<file path="src/rtl/proc_io_port.sv">
// proc_io_port: processor I/O port with a show-ahead input FIFO (external -> core)
// and an output FIFO (core -> external), each DEPTH words of DATA_W bits.
// Input words arriving while the input FIFO is full are dropped and flagged on ovf.
// Optional feature: define PROC_IO_OVF_CNT_EN to add a saturating 8-bit drop counter
// on ovf_cnt; without it ovf_cnt is tied to zero.
module proc_io_port #(
   parameter int DATA_W = 16,
   parameter int DEPTH  = 4
) (
   input  logic              system1000,
   input  logic              system1000_rstn,
   input  logic              iEn,
   input  logic [DATA_W-1:0] PIn,
   output logic              iFull,
   output logic              core_in_vld,
   output logic [DATA_W-1:0] core_in_data,
   input  logic              core_rd,
   input  logic              core_wr,
   input  logic [DATA_W-1:0] core_out_data,
   output logic              core_out_rdy,
   output logic              oEn,
   output logic [DATA_W-1:0] POut,
   input  logic              oRdy,
   output logic              ovf,
   input  logic              ovf_clr,
   output logic [7:0]        ovf_cnt
);

   localparam int AW = $clog2(DEPTH);
   localparam logic [AW:0] PTR_ONE = (AW+1)'(1);

   // Pointers carry one extra wrap bit so full and empty are distinct without a spare slot.
   logic [AW:0]       in_wr_ptr_reg, in_rd_ptr_reg;
   logic [AW:0]       out_wr_ptr_reg, out_rd_ptr_reg;
   logic [DATA_W-1:0] in_mem  [DEPTH];
   logic [DATA_W-1:0] out_mem [DEPTH];
   logic              ovf_reg;

   logic in_empty, in_full, in_push, in_pop, in_drop;
   logic out_empty, out_full, out_push, out_pop;

   // Status decode and handshake qualification for both FIFOs.
   always_comb begin
      in_empty  = (in_wr_ptr_reg == in_rd_ptr_reg);
      in_full   = (in_wr_ptr_reg[AW] != in_rd_ptr_reg[AW]) &&
                  (in_wr_ptr_reg[AW-1:0] == in_rd_ptr_reg[AW-1:0]);
      out_empty = (out_wr_ptr_reg == out_rd_ptr_reg);
      out_full  = (out_wr_ptr_reg[AW] != out_rd_ptr_reg[AW]) &&
                  (out_wr_ptr_reg[AW-1:0] == out_rd_ptr_reg[AW-1:0]);
      // A full input FIFO still accepts a word when the core frees a slot in the same cycle.
      in_pop    = core_rd && !in_empty;
      in_push   = iEn && (!in_full || core_rd);
      in_drop   = iEn && in_full && !core_rd;
      // Output push looks only at pre-edge fullness; a same-cycle pop does not make room.
      out_pop   = !out_empty && oRdy;
      out_push  = core_wr && !out_full;
   end

   // Input FIFO pointers; reset discards all stored words.
   always_ff @(posedge system1000 or negedge system1000_rstn) begin
      if (!system1000_rstn) begin
         in_wr_ptr_reg <= '0;
         in_rd_ptr_reg <= '0;
      end else begin
         if (in_push) in_wr_ptr_reg <= in_wr_ptr_reg + PTR_ONE;
         if (in_pop)  in_rd_ptr_reg <= in_rd_ptr_reg + PTR_ONE;
      end
   end

   // Output FIFO pointers.
   always_ff @(posedge system1000 or negedge system1000_rstn) begin
      if (!system1000_rstn) begin
         out_wr_ptr_reg <= '0;
         out_rd_ptr_reg <= '0;
      end else begin
         if (out_push) out_wr_ptr_reg <= out_wr_ptr_reg + PTR_ONE;
         if (out_pop)  out_rd_ptr_reg <= out_rd_ptr_reg + PTR_ONE;
      end
   end

   // Storage arrays: write-only clocked, contents survive reset by design.
   always_ff @(posedge system1000) begin
      if (in_push)  in_mem[in_wr_ptr_reg[AW-1:0]]   <= PIn;
      if (out_push) out_mem[out_wr_ptr_reg[AW-1:0]] <= core_out_data;
   end

   // Sticky overflow flag; a drop in the clearing cycle keeps it set.
   always_ff @(posedge system1000 or negedge system1000_rstn) begin
      if (!system1000_rstn)  ovf_reg <= 1'b0;
      else if (in_drop)      ovf_reg <= 1'b1;
      else if (ovf_clr)      ovf_reg <= 1'b0;
   end

`ifdef PROC_IO_OVF_CNT_EN
   logic [7:0] ovf_cnt_reg;

   // Saturating dropped-word counter; clearing alongside a drop restarts at one.
   always_ff @(posedge system1000 or negedge system1000_rstn) begin
      if (!system1000_rstn)
         ovf_cnt_reg <= 8'd0;
      else if (ovf_clr)
         ovf_cnt_reg <= in_drop ? 8'd1 : 8'd0;
      else if (in_drop && (ovf_cnt_reg != 8'hFF))
         ovf_cnt_reg <= ovf_cnt_reg + 8'd1;
   end

   assign ovf_cnt = ovf_cnt_reg;
`else
   assign ovf_cnt = 8'd0;
`endif

   // Show-ahead heads, forced to zero whenever the corresponding FIFO is empty.
   always_comb begin
      iFull        = in_full;
      core_in_vld  = !in_empty;
      core_in_data = in_empty ? '0 : in_mem[in_rd_ptr_reg[AW-1:0]];
      core_out_rdy = !out_full;
      oEn          = !out_empty;
      POut         = out_empty ? '0 : out_mem[out_rd_ptr_reg[AW-1:0]];
      ovf          = ovf_reg;
   end

endmodule

</file>
<file path="config.mk">
export PLATFORM = sky130hd
export DESIGN_NAME = proc_io_port
export DESIGN_NICKNAME = d
export VERILOG_FILES = /design/src/rtl/proc_io_port.sv
export SDC_FILE = /design/constraint.sdc
export NUM_CORES = 1
export LEC_CHECK = 0
export ABC_AREA = 1
export BUFFER_PORTS_ARGS = -buffer_cell sky130_fd_sc_hd__buf_2
export CORE_AREA = 2 2 114 116
export DETAILED_ROUTE_END_ITERATION = 8
export DIE_AREA = 0 0 116 118
export PLACE_DENSITY = 0.71
export REMOVE_ABC_BUFFERS = 1
export SLEW_MARGIN = 20
export SYNTH_ARGS = -nofsm -noshare
export SYNTH_HDL_FRONTEND = slang
export SYNTH_SLANG_ARGS = --single-unit
</file>
<file path="constraint.sdc">
create_clock -name system1000 -period 3.5 [get_ports system1000]
set_clock_uncertainty 0.2 [all_clocks]
set_input_delay 0.7 -clock system1000 [delete_from_list [all_inputs] [get_ports system1000]]
set_output_delay 0.7 -clock system1000 [all_outputs]
set_load 0.005 [all_outputs]
</file>
## Word level (Yosys, flattened, before mapping)

Memory sizes are Yosys's and may differ from the RTL's.
Cells that the tools add are included.
W data, S select, Z words.

| word-level totals | value |
|---|---|
| register bits | 13 |
| latch bits | 0 |
| RAM bits | 128 |
| ROM bits | 0 |
| output and inout port bits | 45 |
| memories kept | 2 |

Memories:

| name | words | width | rd ports | clocked after memory_dff | wr ports | RTL line | source |
|---|---|---|---|---|---|---|---|
| in_mem | 4 | 16 | 1 | 0 | 1 | 35 | `logic [DATA_W-1:0] in_mem [DEPTH];` |
| out_mem | 4 | 16 | 1 | 0 | 1 | 36 | `logic [DATA_W-1:0] out_mem [DEPTH];` |

| operators by class | value |
|---|---|
| add/sub/neg operators | 4 |
| $mul | 0 |
| div/mod/pow operators | 0 |
| order comparisons | 0 |
| equal/unequal tests | 6 |
| shift-type cells | 0 |
| muxes and demuxes | 8 |
| bitwise logic cells | 0 |
| reductions and logical operators | 15 |

Operator list:

| cell | number |
|---|---|
| $mux W16 | 2 |
| $add A3 B1 Y3 const B | 4 |
| $logic_and A1 B1 Y1 | 8 |
| $eq A3 B3 Y1 | 2 |
| $mux W1 | 6 |
| $logic_not A1 Y1 | 5 |
| $eq A2 B2 Y1 | 2 |
| $ne A1 B1 Y1 | 2 |
| $reduce_bool A2 Y1 | 1 |
| $logic_or A1 B1 Y1 | 1 |

## Longest topological paths before layout

| depth | value |
|---|---|
| word-level depth | 7 |
| gate-level depth with buffers | 8 |

## Least setup slack after synthesis

OpenSTA, ideal clock, no wires.

| timing | value |
|---|---|
| path kind | input -> register |
| start | input core_rd |
| end | memory in_mem[0][0] (enable) |
| setup time | 0.389 ns |
| arrival | 1.650 ns |
| path slack | 1.262 ns |
| stages | 4 |
| cells stage by stage | inv_1 -> nand4_2 -> nand2_4 -> nor2_1 |

| on the way | value |
|---|---|
| longest elaborated chain between the ends | 4 |

Ends and longest elaborated chain:

| item | RTL line | source |
|---|---|---|
| start, declared | 17 | `input logic core_rd,` |
| $logic_or A1 B1 Y1 | 52 | `in_push = iEn && (!in_full \|\| core_rd);` |
| $logic_and A1 B1 Y1 | 52 |  |
| $mux W1 | 83 | `if (in_push) in_mem[in_wr_ptr_reg[AW-1:0]] <= PIn;` |
| $mux W1 (implied by the code) | 83 |  |
| end, declared | 35 |  |

No other way between the ends.

## Worst setup path in the final report

| timing | value |
|---|---|
| start | register in_rd_ptr_reg[0] |
| end | output core_in_data[11] |

| on the way | value |
|---|---|
| longest elaborated chain between the ends | 2 |

Ends and longest elaborated chain:

| item | RTL line | source |
|---|---|---|
| start, declared | 33 | `logic [AW:0] in_wr_ptr_reg, in_rd_ptr_reg;` |
| start signal, assigned | 66 | `if (in_pop) in_rd_ptr_reg <= in_rd_ptr_reg + PTR_ONE;` |
| $mem_v2 Z4 W16 or $eq A3 B3 Y1 (tied branches) | -- |  |
| $mux W16 * | 116 | `core_in_data = in_empty ? '0 : in_mem[in_rd_ptr_reg[AW-1:0]];` |
| end, declared | 16 | `output logic [DATA_W-1:0] core_in_data,` |

Every way passes the cells marked *; elsewhere a longest branch is shown, timed or not.

==> flow_summary.toml <==
[run_status]
status = "finished clean"

[grt]
grtUsageTotal_pct = 17.5
grt_pass1_wl_microns = 18100
grt_antenna_before_repair = 0
grt_max_degree = 35
overflow = 0
grt_pass1_vias = 3797

[placed_design]
gp_congestion = 0.746
hpwl_microns = 6890
place.port_buffers = 75

[power]
p_per_area_nw_per_um2 = 932
leakage_nw = 3.00
ir_worst_vdd_mv = 0.550

[layout]
fillers = 1010
diodes = 0
drive_gt1_share_pct = 20.3
area_growth_pct = 18.4
multiInputGateArea_sq_um = 1500
ff_latch_area_sq_um = 4170
layout_commonest_cell = "edfxtp_1"
layout.nets = 662
mostFrequentLayoutCells = "edfxtp_1, nor2_1, buf_2, o21ai_0, nand2_1"

[clock_tree]
tritoncts = "yes"
clock_path_buffers = 2
cts-root-buf = "clkbuf_16"
cts_buffers = 17
clock_latency_ps = 410
htreeDepth = 4
clk_pin_slew_ps = 60
cts_resized = 0
clock_sinks = 141

[worst_hold_path]
hold_path.class = "in -> reg"

[setup_path]
critPathLaunchType = "flop"
crit_path_max_fanout = 34
crit_arrival_ps = 2050
critPathCaptureType = "output pin"
critPathRequiredTime_ps = 2600
setup.worst_path.class = "reg -> out"

[timing]
fmax_mhz = 339
worst_slew_pin_slew_ps = 499
holdWs_ps = 279
min_period_ps = 2950
maxSlewViolCount = 0
finalSetupViolCount = 0
slew_headroom_pct = 66.7
rsz0062_at_grt = "no"
fin_crit_sh_pct = 84.2
hold_viol_final = 0
finalSetupTns_ps = 0

[detailed_routing]
route.vias.total = 3903
wl_per_cell_microns = 14.4
drtIter0Drc = 278
drt-total-wl_microns = 11500
dr.pass1.iters = 4
viasPerCell = 4.90
drc_errors = 0
ant_nets = 0

[die]
fp.dieH_microns = 118
io_pins = 84
core-area_sq_um = 12400
start_util_pct = 49.0
fp.dieW_microns = 116
core.rowCount = 41
dieArea_sq_um = 13700

[job]
drv_cap = 0

[synth]
netlist.area_leader.share_pct = 63.2
ys_ff_latch = 141
synth.area.top_cells = "edfxtp_1, nor2_1, o21ai_0, dfrtp_1, nand2_1"
synth_cell_types = 25
netlist_instances = 532
synth_warnings = 0
syn_area_sq_um = 6080
synth_area_per_cell_sq_um = 11.4
yosysSeqAreaShare_pct = 68.6
yosysTopAreaCell = "edfxtp_1"
## cells in the mapped netlist, drive strengths merged
master / count
nand4: 1
clkinv: 1
clkbuf: 3
o22ai: 1
nor2: 105
xor2: 4
ha: 10
buf: 31
nand3: 15
o21ai: 96
conb: 1
nand2: 67
edfxtp: 128
inv: 52
xnor2: 4
dfrtp: 13
## through the flow
step,cells,utilization (%),power [mW],area (sq um),setup slack [ps]
final,797,58.0,6.71,7200,554
after global routing,797,58.0,7.23,7200,349
after CTS,797,58.0,6.80,7200,482
after detailed placement,765,52.9,4.88,6560,931
after global placement,765,52.9,4.78,6560,1010
after floorplan,505,-,3.90,5870,615
## kinds of logic (layout without fill, tap and decap cells)
kind of cell	after synthesis	in the layout	synth area share, %
AO/OA/AOI/OAI	97	97	8.01
XOR/XNOR	8	8	1.52
adder cells (fa/ha/maj)	10	10	2.06
buffers and inverters	87	173	7.18
flip-flops	141	141	68.6
other	1	8	0.0617
AND/OR/NAND/NOR	188	188	12.6
## worst paths after layout
kind / start / endpoint / slack (ps) / cells past startpoint
worst min register to register: ovf / ovf / 320 / 2
min in group asynchronous: system1000_rstn / in_wr_ptr_reg[1] / 500 / 2
worst max-delay path: in_rd_ptr_reg[0] / core_in_data[11] / 550 / 7
worst min-delay path: ovf_clr / ovf / 280 / 2
max in group asynchronous: system1000_rstn / out_rd_ptr_reg[1] / 2370 / 2
worst max register to register: in_rd_ptr_reg[0] / in_mem[2][8] / 1420 / 7
## metal layers
layer	GRT usage (%)	share of wire, %	up-vias	routed length [microns]
met5	0	0	-	0
met4	5.36	1.2	0	134
met3	6.18	6.1	14	702
met2	30.5	52	112	5980
met1	20.0	41	1844	4640
li1	-	-	1933	-
## where the power goes
group / switching [mW] / internal, mW
Combinational: 1.53 / 0.887
Sequential: 0.153 / 2.24
Clock: 0.640 / 1.25
## final cells by class
| cell class | instances | share of cell area, % |
|---|---|---|
| sequential | 141 | 57.9 |
| multi-input combinational | 311 | 20.8 |
| timing repair buffer | 89 | 6.71 |
| clock buffer | 19 | 6.01 |
| tap | 172 | 2.99 |
| inverter | 53 | 2.83 |
| clock inverter | 12 | 2.71 |
## what timing repair did
action | 4_1_cts | 5_1_grt
endpoints found under the setup margin | 0 | 0
hold buffers | 1 | 0
endpoints found under the hold margin | 13 | 0
buffers inserted | 0 | 0
## critical path, cell delays in order (launching register included)
cell and delay, ps:
dfrtp_1 430, clkinv_4 210, nand2_1 100, nand2_2 90, nand3_2 410, nand2_1 210
inv_1 70, buf_2 120
Note: power is estimated with default switching activity, not from simulation.
